`src/rtl/alarm_controller.sv`:
```
// Alarm sequencer: arm, ring with timeout, bounded snooze and stop.
// Define ALARM_BLINK_EN to pulse alarm_trigger 1 s on / 1 s off while ringing.
module alarm_controller #(
  parameter int RING_SECONDS   = 60,
  parameter int SNOOZE_SECONDS = 300,
  parameter int MAX_SNOOZE     = 3
) (
  input  logic       clk,
  input  logic       rst,
  input  logic       tick_1hz,
  input  logic [4:0] cur_hour,
  input  logic [5:0] cur_min,
  input  logic [5:0] cur_sec,
  input  logic [4:0] alarm_hour,
  input  logic [5:0] alarm_min,
  input  logic       alarm_en,
  input  logic       snooze_req,
  input  logic       stop_req,
  output logic       alarm_trigger,
  output logic       ringing,
  output logic       snoozed,
  output logic [1:0] snooze_count
);

  localparam int RW = $clog2(RING_SECONDS) + 1;
  localparam int SW = $clog2(SNOOZE_SECONDS) + 1;

  localparam logic [RW-1:0] RING_LAST = RW'(RING_SECONDS - 1);
  localparam logic [SW-1:0] SNZ_LAST  = SW'(SNOOZE_SECONDS - 1);
  localparam logic [1:0]    SNZ_MAX   = 2'(MAX_SNOOZE);

  typedef enum logic [1:0] {
    IDLE,
    ARMED,
    RINGING,
    SNOOZED
  } state_t;

  state_t state;
  state_t state_nx;
  state_t exit_st;

  logic [RW-1:0] ring_cnt;
  logic [RW-1:0] ring_cnt_nx;
  logic [SW-1:0] snz_cnt;
  logic [SW-1:0] snz_cnt_nx;
  logic [1:0]    snz_used;
  logic [1:0]    snz_used_nx;

  logic match;
  logic quit;
  logic ring_done;
  logic snz_done;

  assign match = tick_1hz & alarm_en
               & (cur_hour == alarm_hour)
               & (cur_min == alarm_min)
               & (cur_sec == 6'd0);

  // Every way out of an event lands here; en=0 always ends in IDLE.
  assign exit_st   = alarm_en ? ARMED : IDLE;
  assign quit      = stop_req | ~alarm_en;
  assign ring_done = tick_1hz & (ring_cnt >= RING_LAST);
  assign snz_done  = tick_1hz & (snz_cnt >= SNZ_LAST);

  always_ff @(posedge clk) begin
    if (rst) begin
      state    <= IDLE;
      ring_cnt <= '0;
      snz_cnt  <= '0;
      snz_used <= '0;
    end else begin
      state    <= state_nx;
      ring_cnt <= ring_cnt_nx;
      snz_cnt  <= snz_cnt_nx;
      snz_used <= snz_used_nx;
    end
  end

  always_comb begin
    state_nx    = state;
    ring_cnt_nx = ring_cnt;
    snz_cnt_nx  = snz_cnt;
    snz_used_nx = snz_used;
    unique case (state)
      IDLE: begin
        if (alarm_en) state_nx = ARMED;
      end
      ARMED: begin
        if (!alarm_en) begin
          state_nx = IDLE;
        end else if (match) begin
          state_nx    = RINGING;
          ring_cnt_nx = '0;
          snz_used_nx = '0;
        end
      end
      RINGING: begin
        // Buttons outrank the tick, so a pressed cycle never counts.
        if (quit) begin
          state_nx = exit_st;
        end else if (snooze_req) begin
          if (snz_used < SNZ_MAX) begin
            state_nx    = SNOOZED;
            snz_used_nx = snz_used + 2'd1;
            snz_cnt_nx  = '0;
          end else begin
            state_nx = exit_st;
          end
        end else if (ring_done) begin
          state_nx = exit_st;
        end else if (tick_1hz) begin
          ring_cnt_nx = ring_cnt + RW'(1);
        end
      end
      SNOOZED: begin
        if (quit) begin
          state_nx = exit_st;
        end else if (snz_done) begin
          state_nx    = RINGING;
          ring_cnt_nx = '0;
        end else if (tick_1hz) begin
          snz_cnt_nx = snz_cnt + SW'(1);
        end
      end
      default: state_nx = IDLE;
    endcase
  end

  assign ringing      = (state == RINGING);
  assign snoozed      = (state == SNOOZED);
  assign snooze_count = snz_used;

`ifdef ALARM_BLINK_EN
  logic blink;
  logic blink_nx;

  always_ff @(posedge clk) begin
    if (rst) blink <= 1'b0;
    else     blink <= blink_nx;
  end

  always_comb begin
    blink_nx = blink;
    if (state_nx == RINGING && state != RINGING) begin
      blink_nx = 1'b1;
    end else if (state == RINGING && state_nx == RINGING
                 && tick_1hz) begin
      blink_nx = ~blink;
    end
  end

  assign alarm_trigger = ringing & blink;
`else
  assign alarm_trigger = ringing;
`endif

endmodule

```
`config.mk`:
```
export PLATFORM = sky130hd
export DESIGN_NAME = alarm_controller
export DESIGN_NICKNAME = d
export VERILOG_FILES = /design/src/rtl/alarm_controller.sv
export SDC_FILE = /design/constraint.sdc
export NUM_CORES = 1
export LEC_CHECK = 0
export CAP_MARGIN = 10
export CORE_MARGIN = 10
export CORE_UTILIZATION = 49
export CTS_BUF_LIST = sky130_fd_sc_hd__clkbuf_2 sky130_fd_sc_hd__clkbuf_4 sky130_fd_sc_hd__clkbuf_8
export DETAILED_ROUTE_END_ITERATION = 8
export PLACE_DENSITY = 0.82
export SETUP_SLACK_MARGIN = 0.4
export SYNTH_ARGS = -nofsm -noshare
export SYNTH_HDL_FRONTEND = slang
export SYNTH_SLANG_ARGS = --single-unit
```
`constraint.sdc`:
```
create_clock -name clk -period 2.2 [get_ports clk]
set_input_delay 0.22 -clock clk [delete_from_list [all_inputs] [get_ports clk]]
set_output_delay 0.22 -clock clk [all_outputs]
set_load 0.01 [all_outputs]
```
; After elaboration in Yosys (flattened, before gate mapping)
; Index checks and enable logic that the tools add are counted.
[op_classes]
addsub = 3
n_lt_le_gt_ge = 3
n_eq_ne = 21
mux = 33
bitwise_logic = 8
reduce_logical = 9
[ops]
columns = operator, n
row1 = $mux W10, 6
row2 = $mux W7, 8
row3 = $mux W2, 14
row4 = $ne A2 B2 Y1 const B, 11
row5 = $pmux W7 S3, 1
row6 = $pmux W10 S2, 1
row7 = $add A10 B1 Y10 const B, 1
row8 = $ge A10 B9 Y1 const B, 1
row9 = $reduce_and A9 Y1, 1
row10 = $pmux W2 S4, 1
row11 = $add A7 B1 Y7 const B, 1
row12 = $ge A7 B6 Y1 const B, 1
row13 = $reduce_and A7 Y1, 1
row14 = $and A1 B1 Y1, 6
row15 = $eq A6 B6 Y1, 1
row16 = $logic_not A6 Y1, 1
row17 = $reduce_and A6 Y1, 1
row18 = $eq A5 B5 Y1, 1
row19 = $eq A2 B2 Y1 const B, 2
row20 = $ne A2 B1 Y1 const B, 2
row21 = $ne A4 B2 Y1 const B, 1
row22 = $pmux W2 S2, 1
row23 = $reduce_and A4 Y1, 1
row24 = $reduce_bool A2 Y1, 2
row25 = 10 further kinds, 10
[totals]
register_bits = 21
in_bits = 34
wordCells = 81

; Longest topological paths before layout
[depth]
ltp_word = 7
depth_mapped = 7
mapped_depth_nobuf = 6

; Worst setup path after synthesis
; Ideal clock, no wire load.
[synth_path]
path_kind = register -> register
startpoint = reg ring_cnt[0]
endpoint = reg ring_cnt[5]
t_arrival_ps = 1769
required_ps = 2058
path_slack_ps = 289
path_stages_with_launch = 7
path_buffers = 0
path_cell_list = dfxtp_1 -> ha_1 -> a211o_1 -> a211o_1 -> a21bo_2 -> a211oi_2 -> a221oi_1
[synth_via]
elab_chain_len = 6
elab_cells_between_ends = 10
[synth_lines]
columns = element, line_no
row1 = start: declaration, 43  ; logic [RW-1:0] ring_cnt;
row2 = start signal: assignment, 74  ; ring_cnt <= ring_cnt_nx;
row3 = $add A7 B1 Y7, 113  ; ring_cnt_nx = ring_cnt + RW'(1);
row4 = $mux W7, 112  ; end else if (tick_1hz) begin
row5 = $mux W7, 110  ; end else if (ring_done) begin
row6 = $mux W7, 102  ; end else if (snooze_req) begin
row7 = $mux W7, 100  ; if (quit) begin
row8 = $pmux W7 S3, 85  ; unique case (state)
; Several ways; a longest one is shown, not always the timed one. The select of a mux whose other input is x is not followed.
; A chain may end at the register's enable or synchronous reset.

; Final worst setup path
[layout_path]
startpoint = in cur_hour[2]
endpoint = reg ring_cnt[6]
[layout_via]
elab_chain_len = 6
[layout_lines]
columns = element, line_no
row1 = start: declaration, 11  ; input logic [4:0] cur_hour,
row2 = $eq A5 B5 Y1, 56  ; & (cur_hour == alarm_hour)
row3 = $and A1 B1 Y1, 56
row4 = $and A1 B1 Y1, 57  ; & (cur_min == alarm_min)
row5 = $and A1 B1 Y1, 58  ; & (cur_sec == 6'd0);
row6 = $ne A2 B2 Y1 (no line), -
row7 = $reduce_and A9 Y1 (no line), -
; Every way passes these cells.

==> summary.json <==
{
  "routing": {
    "totalWireLength_mm": 4.27,
    "drt-vias-per-instance": 6.00,
    "firstDrtPassIters": 4,
    "drt_first_iter_violations": 137,
    "detail_route.wl_per_cell_um": 17.0,
    "total_number_of_vias": 1506,
    "drc": 0,
    "ant_nets": 0
  },
  "sta": {
    "layout_worst_path_cycle_share_pct": 88.7,
    "max_slew_vio_count": 0,
    "worst_pin_slew_ns": 0.407,
    "fin_crit_ns": 1.95,
    "finalSetupViolCount": 0,
    "slew_headroom_pct": 72.6,
    "setup-tns-final_ns": 0,
    "max_clock_freq_mhz": 512,
    "final_hold_viol_count": 0,
    "grt_setup_unrepaired": "true",
    "finClkSkew_ns": 0.00480
  },
  "clocking": {
    "clock_latency_ns": 0.31,
    "cts_root_buffer": "clkbuf_4",
    "tritoncts.num_buffers": 3,
    "clock_tree.buffer_depth": 2,
    "cts.sink_count": 21,
    "tritoncts": "built",
    "path_clk_slew_ns": 0.12,
    "ctsHtreeMaxLevel": 1,
    "cts_hold_repair.buffers": 0
  },
  "logic_synthesis": {
    "synth.most_common_cell": "dfxtp_1",
    "synth.cell_area_um2": 1350,
    "ys_top_cells_by_count": "21 x dfxtp_1, 15 x a21oi_1, 13 x nand2_1",
    "synth.ff_latch_count": 21,
    "synth.net_count": 203,
    "ys_dominant_reg_cell": "dfxtp_1",
    "ys.warnings.count": 0,
    "synth.avg_cell_area_um2": 8.13,
    "yosys.cell_types.count": 43,
    "netlist.area_leader.share_pct": 31.2,
    "yosys-top-cells-area": "dfxtp_1 31%, xnor2_1 7.1%, a21oi_1 5.6%",
    "async_reset_ff_share_pct": 0,
    "number_of_enable_type_register_cells_in_the_synthesized_netlist": 0,
    "seq_area_frac_synth_pct": 31.2,
    "yosys.area.top_type": "dfxtp_1",
    "netlist_instances": 166
  },
  "power": {
    "leakagePower_nw": 0.734,
    "peakVddDrop_mv": 0.343,
    "pwr_density_cell_nw_per_um2": 347
  },
  "finish": {
    "antenna_cells": 0,
    "nFillCells": 183,
    "ratio_of_cells_with_drive_above_1_in_the_final_layout_pct": 21.3,
    "fin_nets": 259,
    "finalCoreUtilization_pct": 78.8,
    "final-instance-count-excl-fill": 251,
    "area_delta_synth_final_pct": 48.7
  },
  "run": {
    "maxCapViolCount": 0
  },
  "global_route": {
    "congestion_overflow_gr": 0,
    "number_of_antenna_violations_at_the_first_check_in_global_routing": 0,
    "grt_start_max_net_pins": 13,
    "wire_length_of_the_first_global_routing_pass_mm": 7.31,
    "first_global_vias": 1524,
    "groute.usage.overall_pct": 16.9
  },
  "floorplanning": {
    "fp-row-count": 18,
    "placeableCoreArea_um2": 2540,
    "die_h_um": 72.5,
    "start_util_pct": 53.0,
    "die-width_um": 72.5,
    "dieArea_um2": 5250,
    "num_io_pins": 39
  },
  "worst_setup_path": {
    "crit_fanout": 4,
    "startpoint_type": "primary input",
    "required_ns": 2.43,
    "cp_data_arrival_time_ns": 2.18,
    "criticalPathCategory": "primary input to flip-flop",
    "setup.worst_path.end_class": "flip-flop"
  },
  "outcome": {
    "run_status": "complete, no violations"
  },
  "placed_design": {
    "post_placement_cell_count": 239,
    "gp_congestion": 0.957,
    "place_hpwl_mm": 3.32,
    "port_buffers": 38
  },
  "worst_hold_path": {
    "worst_min_delay_path_category": "primary input to flip-flop"
  }
}
## sequential cells by signal (all words and copies together), names as in the netlist
signal        flops
state             2
snz_cnt          10
ring_cnt          7
snooze_count      2
## cell type report
cell class	instances	area, um2	area share [%]
Tap cell	30	37.5	1.87
Inverter	8	30.0	1.50
Clock buffer	3	22.5	1.12
Sequential cell	21	444	22.1
Multi-Input combinational cell	133	973	48.5
Clock inverter	1	5.00	0.250
Timing Repair Buffer	55	493	24.6
## metrics by stage
stage	setup slack (ns)	total power (W)	hold WS, ns	cell area [um2]
after floorplan	0.325	0.000438	0.348	1370
after global placement	-0.139	0.000520	0.474	1840
after detailed placement	-0.236	0.000524	0.489	1840
after CTS	0.248	0.000698	0.464	1940
after global routing	0.190	0.000727	0.460	2010
final	0.248	0.000695	0.459	2010
## power by group
| group | switching (W) | internal, W | leakage, nW |
|---|---|---|---|
| Clock | 0.000120 | 0.0000679 | 0.0177 |
| Sequential | 0.00000260 | 0.000376 | 0.175 |
| Combinational | 0.0000510 | 0.0000769 | 0.541 |
## path summary, 6_finish.rpt
path,depth (start not counted),slack (ns),start,to
max reg2reg,6,0.28,ring_cnt[0]$_SDFFE_PP0P_,ring_cnt[6]$_SDFFE_PP0P_
min reg2reg,1,0.49,state[0]$_SDFFE_PP0P_,state[0]$_SDFFE_PP0P_
min,4,0.46,alarm_en,state[0]$_SDFFE_PP0P_
max,6,0.25,cur_hour[2],ring_cnt[6]$_SDFFE_PP0P_
## per-layer routing
| metal | vias up | part of all wire [%] | global-route usage, % |
|---|---|---|---|
| met5 | - | 0 | 0 |
| met4 | 0 | 1.8 | 6.33 |
| met3 | 8 | 4.3 | 2.99 |
| met2 | 35 | 52 | 30.0 |
| met1 | 727 | 42 | 19.5 |
| li1 | 736 | - | - |
## repair_timing
action	4_1_cts	5_1_grt
pin swaps	16	6
gates resized for setup	33	12
endpoints found under the setup margin	18	17
setup buffers	5	3
endpoints found under the hold margin	0	0
## cell usage in the layout, fill, tap and decap left out, types with 3 or more instances in the layout
cell	synthesis	routed
a21oi_1	15	14
nor2_1	9	8
and3_1	7	6
clkdlybuf4s50_1	0	22
buf_4	1	15
or3_1	3	3
o211ai_1	3	3
xnor2_1	11	11
nand2b_1	4	4
dlygate4sd2_1	0	15
nand3_1	9	9
dfxtp_1	21	12
dfxtp_4	0	5
o21ai_0	7	7
clkbuf_4	0	3
inv_1	8	8
dfxtp_2	0	4
nand2_1	13	13
a311oi_1	4	4
nand4_1	7	7
## kinds of logic after synthesis
family,Yosys count,synth area share [%]
AO/OA/AOI/OAI,49,25.4
flip-flops,21,31.2
XOR/XNOR,13,8.44
buffers and inverters,12,3.71
adder cells (fa/ha/maj),3,2.78
AND/OR/NAND/NOR,67,27.7
multiplexers,1,0.742
## worst max-delay path, cell delays in order
cell and delay, ns:
clkdlybuf4s50_1 0.41, xnor2_1 0.20, nand4_1 0.11, or4_4 0.54, a2111o_1 0.46, a221oi_2 0.23
No activity file was read; power rests on OpenSTA's default activity.
